===== src/rtl/rrat.sv =====
// rrat: retirement alias table recording committed arch->phys mappings, freeing superseded pregs.
module rrat #(
  parameter int SS = 2,
  parameter int NUM_PREGS = 64,
  parameter int PREG_W = $clog2(NUM_PREGS)
) (
  input  logic                      clk,
  input  logic                      rst,
  input  logic [SS-1:0]             commit_valid,
  input  logic [SS-1:0]             commit_we,
  input  logic [SS-1:0][4:0]        commit_rd,
  input  logic [SS-1:0][PREG_W-1:0] commit_pd,
  output logic [SS-1:0]             free_valid,
  output logic [SS-1:0][PREG_W-1:0] free_pr,
  output logic [31:0][PREG_W-1:0]   rrat_map,
  output logic [63:0]               retire_count
);
  logic [31:0][PREG_W-1:0] map_n;
  logic [SS-1:0][PREG_W-1:0] old;
  logic [SS-1:0] eff;
  logic [63:0] cnt;
  // Slots apply oldest-first so a younger slot sees older same-cycle writes.
  always_comb begin
    map_n = rrat_map;
    old = '0;
    eff = '0;
    cnt = '0;
    for (int i = 0; i < SS; i++) begin
      eff[i] = commit_valid[i] && commit_we[i] && commit_rd[i] != 5'd0;
      old[i] = eff[i] ? map_n[commit_rd[i]] : '0;
      if (eff[i]) map_n[commit_rd[i]] = commit_pd[i];
      cnt = cnt + 64'(commit_valid[i]);
    end
  end
  always_ff @(posedge clk) begin
    if (rst) begin
      for (int r = 0; r < 32; r++) rrat_map[r] <= PREG_W'(r);
      free_valid <= '0;
      free_pr <= '0;
      retire_count <= '0;
    end else begin
      rrat_map <= map_n;
      free_valid <= eff;
      free_pr <= old;
      retire_count <= retire_count + cnt;
    end
  end
endmodule

===== config.mk =====
export PLATFORM = sky130hd
export DESIGN_NAME = rrat
export DESIGN_NICKNAME = d
export VERILOG_FILES = /design/src/rtl/rrat.sv
export SDC_FILE = /design/constraint.sdc
export NUM_CORES = 1
export LEC_CHECK = 0
export BUFFER_PORTS_ARGS = -buffer_cell sky130_fd_sc_hd__buf_2
export CORE_AREA = 2 2 166 168
export DETAILED_ROUTE_END_ITERATION = 10
export DIE_AREA = 0 0 168 170
export GPL_TIMING_DRIVEN = 0
export PLACE_DENSITY = 0.87
export RECOVER_POWER = 50
export SYNTH_ARGS = -nofsm -noshare
export SYNTH_HDL_FRONTEND = slang
export SYNTH_SLANG_ARGS = --single-unit

===== constraint.sdc =====
create_clock -name clk -period 3.15 [get_ports clk]
set_input_delay 0.1575 -clock clk [delete_from_list [all_inputs] [get_ports clk]]
set_output_delay 0.1575 -clock clk [all_outputs]
set_load 0.03 [all_outputs]

Word-level counts from Yosys, hierarchy flattened
Index checks and enable logic that the tools add are counted.
{ "classes": {"n_addsub": 2, "n_lt_le_gt_ge": 4, "n_mux": 12, "n_bitwise": 2, "reduce_logical": 10} }
{ "op_table": {"columns": ["op", "n"], "rows": [
  ["bitwise mux 192 bit", 2],
  ["two-way mux 192 bit", 2],
  ["adder 64 x 2 -> 64 bit", 1],
  ["binary-select mux 6 bit (select 5 bit)", 2],
  ["demux 6 bit (select 5 bit)", 2],
  ["two-way mux 6 bit", 4],
  ["less-than comparator 5 x 6 -> 1 bit (second input constant)", 2],
  ["greater-or-equal comparator 5 x 1 -> 1 bit (second input constant)", 2],
  ["nonzero test 5 bit", 2],
  ["logical AND 1 bit", 6],
  ["OR reduction 2 bit", 2],
  ["adder 1 x 1 -> 2 bit", 1],
  ["inverter 1 bit", 2]
]} }
{ "word_totals": {"regBits": 270, "out_inout_bits": 270} }

Logic depth before layout (Yosys ltp)
Gate-level depths: netlist (run 1).
{ "logic_depth": {"word_depth": 8, "mapped_depth": 11, "mapped_depth_nobuf": 10} }

Least setup slack after synthesis (run 1)
Ideal clock, no wire load.
{ "synth_timing": {"path_kind": "register to register", "start": "reg retire_count[0]", "end": "reg retire_count[52]", "arrival_ns": 2.538, "slack_ns": 0.541, "stages_incl_launch_ff": 11, "n_path_buf": 1, "cell_sequence": "dfxtp_1 inv_1 fa_1 inv_1 ha_1 and3_1 nand4_1 or3_1 buf_2 or3_1 a21oi_1"} }
{ "synth_between": {"elab_chain_len": 1} }
{ "synth_lines": {"columns": ["item", "line_no", "source"], "rows": [
  ["start, declared", "16", "output logic [63:0] retire_count"],
  ["start signal, assigned", "45", "retire_count <= retire_count + cnt;"],
  ["adder 64 x 2 -> 64 bit", "45", null]
]} }
No other way between the ends.
A chain may end at the register's enable or synchronous reset.

Final worst setup path (run 1)
{ "layout_timing": {"start": "in commit_pd[1] (netlist bit)", "end": "reg free_pr[7] (netlist bit)"} }
{ "layout_between": {"elab_chain_len": 4} }
{ "layout_lines": {"columns": ["item", "line_no", "source"], "rows": [
  ["start, declared", "12", "input logic [SS-1:0][PREG_W-1:0] commit_pd,"],
  ["bitwise mux 192 bit", "31", "if (eff[i]) map_n[commit_rd[i]] = commit_pd[i];"],
  ["two-way mux 192 bit", "31", null],
  ["binary-select mux 6 bit (select 5 bit)", "30", "old[i] = eff[i] ? map_n[commit_rd[i]] : '0;"],
  ["two-way mux 6 bit (implied by the code)", "30", null],
  ["end signal, assigned", "44", "free_pr <= old;"],
  ["end, declared", "14", "output logic [SS-1:0][PREG_W-1:0] free_pr,"]
]} }
No other way between the ends. The select of a mux whose other input is x is not followed.

==> results of run 1 <==
## area by class of cell
class                      instances  share of cell area
antenna                            1            0.000143
buffer                           139              0.0335
clock buffer                      42              0.0508
clock inverter                    10             0.00609
inverter                          11             0.00236
multi-input combinational       1265               0.506
sequential                       270               0.309
tap                              341              0.0244
timing repair buffer             296              0.0678
## layer usage
metal  vias up  share of wire  global-route usage
li1       6754              -                   -
met1      7646           0.35               0.631
met2      1678           0.40               0.744
met3       494           0.16               0.196
met4        14          0.099               0.394
met5         -         0.0012                   0
## cell usage after synthesis (13+ instances only)
master / instances / area share
o21ai_0: 92 / 0.031
xor2_1: 33 / 0.019
clkbuf_1: 103 / 0.026
nor2_1: 199 / 0.050
nor2_2: 18 / 0.0076
or3_1: 14 / 0.0059
buf_2: 20 / 0.0067
xnor2_1: 19 / 0.011
nand2b_1: 82 / 0.035
mux4_2: 48 / 0.073
nor3_1: 13 / 0.0044
nand3_1: 26 / 0.0088
o22ai_1: 77 / 0.032
nand4_1: 17 / 0.0072
nand2_1: 178 / 0.045
a21oi_1: 14 / 0.0047
nor4_1: 14 / 0.0059
a211oi_1: 117 / 0.059
mux2i_1: 191 / 0.13
dfxtp_1: 270 / 0.36
## repair_timing
action,in CTS,in global routing
resized for setup,0,0
hold endpoints to repair,6,0
setup endpoints to repair,0,0
hold buffers,6,0
setup buffers,0,0
## worst max-delay path by stage
stage	from	endpoint	slack [ns]	depth (start not counted)
2_1_floorplan	retire_count[0]	retire_count[52]	0.54	10
3_3_place_gp	commit_rd[7]	free_pr[8]	-0.19	7
3_5_place_dp	commit_rd[7]	free_pr[8]	-0.19	7
4_1_cts	retire_count[0]	retire_count[48]	0.37	10
5_1_grt	retire_count[0]	retire_count[62]	0.13	10
6_report	commit_pd[1]	free_pr[7]	0.01	8
## sequential cells by signal (all words and copies together), names as in the netlist
| register | flops |
|---|---|
| free_pr | 12 |
| rrat_map | 192 |
| retire_count | 64 |
| free_valid | 2 |
## cells by family (layout without fill, tap and decap cells)
family / after synthesis / count (layout) / synth area share
and+or+nand+nor: 637 / 637 / 0.214
AOI/OAI and AO/OA: 335 / 335 / 0.146
DFF: 270 / 270 / 0.364
muxes: 239 / 239 / 0.201
buffers and inverters: 150 / 498 / 0.0422
xor gates and xnor gates: 52 / 52 / 0.0307
adders and majority gates: 2 / 2 / 0.00219
other: 0 / 1 / 0
## metrics by stage
step / utilization / setup WS [ns] / hold WS [ns] / TNS, ns / std cells
after floorplan: - / 0.541 / 0.311 / 0 / 1685
after global placement: 0.628 / -0.191 / 0.453 / -0.753 / 2316
after detailed placement: 0.628 / -0.186 / 0.458 / -0.597 / 2316
after CTS: 0.668 / 0.373 / 0.00921 / 0 / 2374
after global routing: 0.655 / 0.125 / 0.0474 / 0 / 2374
final: 0.655 / 0.0124 / 0.00626 / 0 / 2375
## worst max-delay path: stages
cell and delay [ns]:
buf_2 0.22, clkbuf_1 0.71, clkbuf_1 0.95, mux2i_1 0.29, o22ai_1 0.67, a211oi_1 0.22
and4_1 0.28, a21oi_1 0.13
## power by group
part           switching, W  total, W  internal (W)  leakage (nW)
Combinational      0.000643  0.000857      0.000214          3.15
Sequential        0.0000355   0.00348       0.00345          2.18
Clock               0.00152   0.00363       0.00211         0.493
==> impl_metrics.toml, run 1 <==
[power_and_ir_drop]
cellLeakagePower_nw = 5.82
p_total_w = 0.00797
power.density_nw_per_um2 = 456
ir_drop_mv = 0.408

[worst_setup_path]
cp-end-kind = "flop"
r2r_slack_ns = 0.32
cp.required_ns = 3.66
cp.arrival_ns = 3.65
crit-reg2reg-launch = "retire_count[0]"
crit_fanout = 10
worstSetupStartpointType = "input port"
reg2reg_depth = 10
critical_path_class = "input port to flop"
r2r_end = "retire_count[62]"

[clocking]
clk-insertion-delay-late_ns = 0.58
cts_buffers = 30
path_clk_slew_ns = 0.06
h-tree-depth = 1
cts_num_sinks = 270
clk_path_buf_depth = 3
cts_tree = "built"
cts_root_buf = "clkbuf_16"

[yosys]
synth-async-reset-ratio = 0
synth_ff_type = "dfxtp_1"
ys_warn_count = 0
synth_edf_count = 0
synth_seq_cells = 270
ys_types = 54
syn_area_um2 = 14900
synth_fp_nets = 1715
postSynthCellCount = 1685
yosysSeqAreaShare = 0.364
syn_avg_cell_area_um2 = 8.82

[floorplanning]
die_height_um = 170
start_util = 0.558
top_level_ports = 298
coreArea_um2 = 26700
die-area_um2 = 28600
die_w_um = 168
rows = 60

[routing]
ant_nets = 0
drcViolationCount = 0
post_drt_wl_per_cell_um = 32.1
drt_iter0_markers = 2682
avgViaCountPerCell = 6.98
drt-total-wl_um = 76400
first_pass_iters = 6
vias = 16586

[placed_design]
dpl_cell_area_um2 = 16700
portBuffers = 290
hpwl_um = 57100
gp_congestion = 1.09

[sta]
timing.fmax_mhz = 319
rsz0062_at_grt = "false"
drv_slew = 0
hold_viol_final = 0
finClkSkew_ns = 0.0120
period_minus_slack_ns = 3.14
slew_headroom = 0.0139
finalSetupViolations = 0
worst_slew_pin_slew_ns = 1.47
period_share = 0.996

[grt]
grt_max_degree = 15
grt_antenna_before_repair = 8
grt_pass1_vias = 15526
gr-total-overflow = 0
gr-usage-all-layers = 0.519
grt_pass1_wl_um = 107000

[final_layout]
final_nets = 2043
seqCellArea_um2 = 5410
layout_commonest_cell = "clkbuf_1"
most-common-layout-cells = "370 x clkbuf_1, 270 x dfxtp_1, 199 x nor2_1"
drive_gt1_frac = 0.0964
multi_input_area_um2 = 8830
design_area_um2 = 17500
area_growth_pct = 17.6
fill_cells = 2309

[min_path]
hold_path_depth = 4
worstHoldStart = "commit_valid[1]"
min_to = "retire_count[0]"
hold_class = "input port to flop"

[job]
maxCapViolCount = 0

[run_status]
outcome = "finished clean"
(Power assumes the default switching activity.)
==> run 2: changes to the inputs <==
--- a/config.mk
+++ b/config.mk
@@ -10,7 +10,7 @@
 export DETAILED_ROUTE_END_ITERATION = 10
 export DIE_AREA = 0 0 168 170
 export GPL_TIMING_DRIVEN = 0
-export PLACE_DENSITY = 0.87
+export PLACE_DENSITY = 0.88
 export RECOVER_POWER = 50
 export SYNTH_ARGS = -nofsm -noshare
 export SYNTH_HDL_FRONTEND = slang
==> impl_metrics.toml, run 2 (synthesized netlist as in run 1, its figures left out) <==
[sta]
finalSetupViolations = 3
finalWorstSetupSlack_ns = -0.289
period_share = 1.09
timing.fmax_mhz = 291
drv_slew = 8
finClkSkew_ns = 0.0132
tns_ns = -0.428
rsz0062_at_grt = "false"
worst_slew_pin_slew_ns = 1.55
period_minus_slack_ns = 3.44
hold_viol_final = 0
slew_headroom = -0.0357

[worst_setup_path]
crit_buf_inv = 3
cp.required_ns = 3.64
critical_path_class = "input port to flop"
cp.arrival_ns = 3.93
worstSetupStartpointType = "input port"
cpMostUsedCell = "clkbuf_1"
cp_cell_sequence = "buf_2, clkbuf_1, clkbuf_1, mux2i_1, o22ai_1, a211oi_1, and4_1, a21oi_1"
slowest_stage = "clkbuf_1"
crit_family = "buffers and inverters"
crit_fanout = 10
cp-end-kind = "flop"
slowest_delay_ns = 1.07

[routing]
vias = 16724
drcViolationCount = 0
ant_nets = 0
post_drt_wl_per_cell_um = 32.6
drt_iter0_markers = 3039
drt-total-wl_um = 77400
avgViaCountPerCell = 7.04
first_pass_iters = 7

[placed_design]
place_inst = 2317
gp_congestion = 1.13
hpwl_um = 57500
portBuffers = 290

[grt]
grt_pass1_vias = 15406
grt_max_degree = 15
grt_pass1_wl_um = 107000
gr-total-overflow = 0
gr-usage-all-layers = 0.524
grt_antenna_before_repair = 3

[min_path]
hold_class = "input port to flop"

[power_and_ir_drop]
power.density_nw_per_um2 = 450
ir_drop_mv = 0.399
cellLeakagePower_nw = 5.81
p_total_w = 0.00784

[floorplanning]
top_level_ports = 298
coreArea_um2 = 26700
die-area_um2 = 28600
die_w_um = 168
rows = 60
die_height_um = 170
start_util = 0.558

[final_layout]
fill_cells = 2320
largest_register_ffs = 192
most-common-layout-cells = "374 x clkbuf_1, 270 x dfxtp_1, 198 x nor2_1"
area_growth_pct = 17.3
largest-register = "rrat_map"
drive_gt1_frac = 0.0959
layout_commonest_cell = "clkbuf_1"
top_regs = "rrat_map x192, retire_count x64, free_pr x12"
final_nets = 2043
final_cells = 2377

[clocking]
cts_num_sinks = 270
h-tree-depth = 1
cts_root_buf = "clkbuf_16"
path_clk_slew_ns = 0.06
cts_tree = "built"
clk-insertion-delay-late_ns = 0.58
clk_path_buf_depth = 3
cts_buffers = 29

[run_status]
outcome = "finished, violations left"
violations = "max-capacitance violations, max-slew violations, negative setup slack"

[job]
maxCapViolCount = 1
run 2: changes by cell type in the layout (fill, tap and decap cells not counted), sizes merged:
cell	before	now
bufinv	2	1
inv	11	12
clkinv	7	4
buf	62	63
diode	1	2
clkbuf	409	413
clkinvlp	1	0
run 2: worst paths after layout:
kind                    from                to  slack [ns]  cells past startpoint
max             commit_pd[1]        free_pr[7]       -0.29                      8
min          commit_valid[1]   retire_count[0]        0.04                      4
max reg2reg  retire_count[0]  retire_count[52]        0.23                     10
min reg2reg      rrat_map[2]       rrat_map[2]        0.52                      1
run 2: what timing repair did:
item,in CTS,in global routing
buffers inserted,0,0
hold buffers,6,0
gates resized for setup,0,0
endpoints found under the hold margin,6,0
run 2: worst reg2reg max path, delay by kind of cell (launching register included):
family / cells / cell delay [ns]
and+or+nand+nor: 4 / 1.37
adders and majority gates: 2 / 0.62
DFF: 1 / 0.36
buffers and inverters: 3 / 0.33
AOI/OAI and AO/OA: 1 / 0.17
run 2: layout make-up:
type                            count  area [um^2]  share of cell area
Antenna cell                        2         5.00            0.000287
Buffer                            139          586              0.0336
Clock buffer                       46          880              0.0504
Clock inverter                      6         58.8             0.00337
Inverter                           11         41.3             0.00237
Multi-Input combinational cell   1265         8840               0.507
Sequential cell                   270         5410               0.310
Tap cell                          341          427              0.0245
Timing Repair Buffer              297         1190              0.0685
run 2: report_power, final:
part	leakage, nW	switching [W]	internal (W)
clock network	0.466	0.00151	0.00198
logic	3.17	0.000654	0.000214
registers	2.18	0.0000356	0.00345
total	5.81	0.00220	0.00564
run 2: layer usage:
metal,up-vias,global-route usage,wire length (um)
met5,-,0,26
met4,4,0.383,7050
met3,471,0.177,11900
met2,1713,0.755,31000
met1,7778,0.653,27400
li1,6758,-,-
run 2: per-stage QoR:
stage / util / hold WS (ns) / cell area [um^2] / worst slack [ns]
after global routing: 0.654 / 0.0747 / 17400 / 0.0222
after floorplan: - / 0.311 / 14900 / 0.541
after detailed placement: 0.629 / 0.463 / 16800 / -0.384
final: 0.654 / 0.0364 / 17400 / -0.289
after global placement: 0.628 / 0.445 / 16700 / -0.483
after CTS: 0.666 / 0.0468 / 17800 / 0.186
==> run 3: changes to the inputs <==
--- a/config.mk
+++ b/config.mk
@@ -10,7 +10,7 @@
 export DETAILED_ROUTE_END_ITERATION = 10
 export DIE_AREA = 0 0 168 170
 export GPL_TIMING_DRIVEN = 0
-export PLACE_DENSITY = 0.88
+export PLACE_DENSITY = 0.83
 export RECOVER_POWER = 50
 export SYNTH_ARGS = -nofsm -noshare
 export SYNTH_HDL_FRONTEND = slang
==> impl_metrics.toml, run 3 (synthesized netlist as in run 1, its figures left out) <==
[run_status]
outcome = "finished, violations left"
violations = "max-capacitance violations, negative setup slack"

[clocking]
cts_setup_buffers = 0
cts_resized = 0
cts_tree = "built"
h-tree-depth = 1
cts_buffers = 29
path_clk_slew_ns = 0.06
cts_num_sinks = 270
cts_root_buf = "clkbuf_16"
clk_path_buf_depth = 3
clk-insertion-delay-late_ns = 0.59

[floorplanning]
start_util = 0.558
die_w_um = 168
coreArea_um2 = 26700
die-area_um2 = 28600
top_level_ports = 298
rows = 60
die_height_um = 170

[worst_setup_path]
cp.arrival_ns = 3.72
cp-end-kind = "flop"
crit_family = "buffers and inverters"
crit_buf_inv = 3
cp_cell_sequence = "buf_2, clkbuf_1, buf_1, mux2i_1, o22ai_1, nor4_1, and4_1, a21oi_1"
worstSetupStartpointType = "input port"
crit_fanout = 10
slowest_delay_ns = 0.99
slowest_stage = "nor4_1"
critical_path_class = "input port to flop"
cp.required_ns = 3.61

[routing]
post_drt_wl_per_cell_um = 32.6
drcViolationCount = 0
vias = 16902
ant_nets = 0
drt_iter0_markers = 2939
avgViaCountPerCell = 7.11
first_pass_iters = 8
drt-total-wl_um = 77300

[final_layout]
most-common-layout-cells = "372 x clkbuf_1, 270 x dfxtp_1, 198 x nor2_1"
largest-register = "rrat_map"
area_growth_pct = 17.8
multi_input_area_um2 = 8830
drive_gt1_frac = 0.0964
largest_register_ffs = 192
final_nets = 2043
seqCellArea_um2 = 5410
fill_cells = 2260
layout_commonest_cell = "clkbuf_1"
top_regs = "rrat_map x192, retire_count x64, free_pr x12"
fin_util = 0.657
final_cells = 2376

[grt]
grt_pass1_vias = 15469
grt_antenna_before_repair = 2
gr-total-overflow = 0
gr-usage-all-layers = 0.522
grt_max_degree = 16
grt_pass1_wl_um = 107000

[power_and_ir_drop]
cellLeakagePower_nw = 5.84
ir_drop_mv = 0.434
power.density_nw_per_um2 = 461

[placed_design]
gp_congestion = 1.14
place_inst = 2317
portBuffers = 290
hpwl_um = 57900

[sta]
finalWorstSetupSlack_ns = -0.115
rsz0062_at_grt = "false"
period_minus_slack_ns = 3.26
worst_slew_pin_slew_ns = 1.46
drv_slew = 0
period_share = 1.04
slew_headroom = 0.0213
finalSetupViolations = 2
hold_viol_final = 0
timing.fmax_mhz = 306
finClkSkew_ns = 0.00946

[min_path]
hold_class = "input port to flop"

[job]
maxCapViolCount = 1
-- run 3: worst reg2reg max path, cell delays in order (launching register included) --
cell     delay (ns)
dfxtp_1        0.32
inv_1          0.05
fa_1           0.40
inv_1          0.08
ha_1           0.22
and3_1         0.31
nand4_1        0.27
or3_1          0.49
buf_2          0.20
or3_1          0.35
a21oi_1        0.14
-- run 3: path summary, 6_finish.rpt --
kind,start,endpoint,slack [ns],cells past startpoint
worst max-delay path,commit_pd[4],free_pr[10],-0.11,8
worst min-delay path,commit_valid[1],retire_count[0],0.03,4
worst max register to register,retire_count[0],retire_count[56],0.25,10
worst min register to register,retire_count[31],retire_count[31],0.51,2
-- run 3: power by group --
group / switching [W] / internal, W / total (W) / leakage (nW)
combinational: 0.000651 / 0.000215 / 0.000866 / 3.16
clock: 0.00153 / 0.00219 / 0.00372 / 0.499
sequential: 0.0000353 / 0.00345 / 0.00348 / 2.18
-- run 3: what timing repair did --
item	in CTS	in global routing
hold endpoints to repair	6	0
setup endpoints to repair	0	0
hold buffers	6	0
-- run 3: area by class of cell --
| class | count | share of cell area |
|---|---|---|
| clock inverters | 9 | 0.00937 |
| flip-flops and latches | 270 | 0.309 |
| diodes | 1 | 0.000143 |
| repair buffers | 297 | 0.0681 |
| clock buffers | 43 | 0.0485 |
| inverters | 11 | 0.00236 |
| plain buffers | 139 | 0.0335 |
| multi-input cells | 1265 | 0.505 |
| well taps | 341 | 0.0244 |
-- run 3: routing by layer --
metal,GRT usage,vias to the layer above,share of wire
met1,0.644,7900,0.35
li1,-,6766,-
met3,0.172,468,0.15
met5,0,-,0
met4,0.392,0,0.096
met2,0.759,1768,0.40
-- run 3: metrics by stage --
stage	hold slack [ns]	total power, W	area (um^2)	TNS, ns	setup WS (ns)
final	0.0334	0.00807	17500	-0.144	-0.115
after global routing	0.0770	0.00814	17500	0	0.0343
after CTS	0.0406	0.00795	17800	0	0.181
after detailed placement	0.442	0.00436	16800	-1.03	-0.400
after global placement	0.446	0.00435	16700	-1.21	-0.470
after floorplan	0.311	0.00400	14900	0	0.541
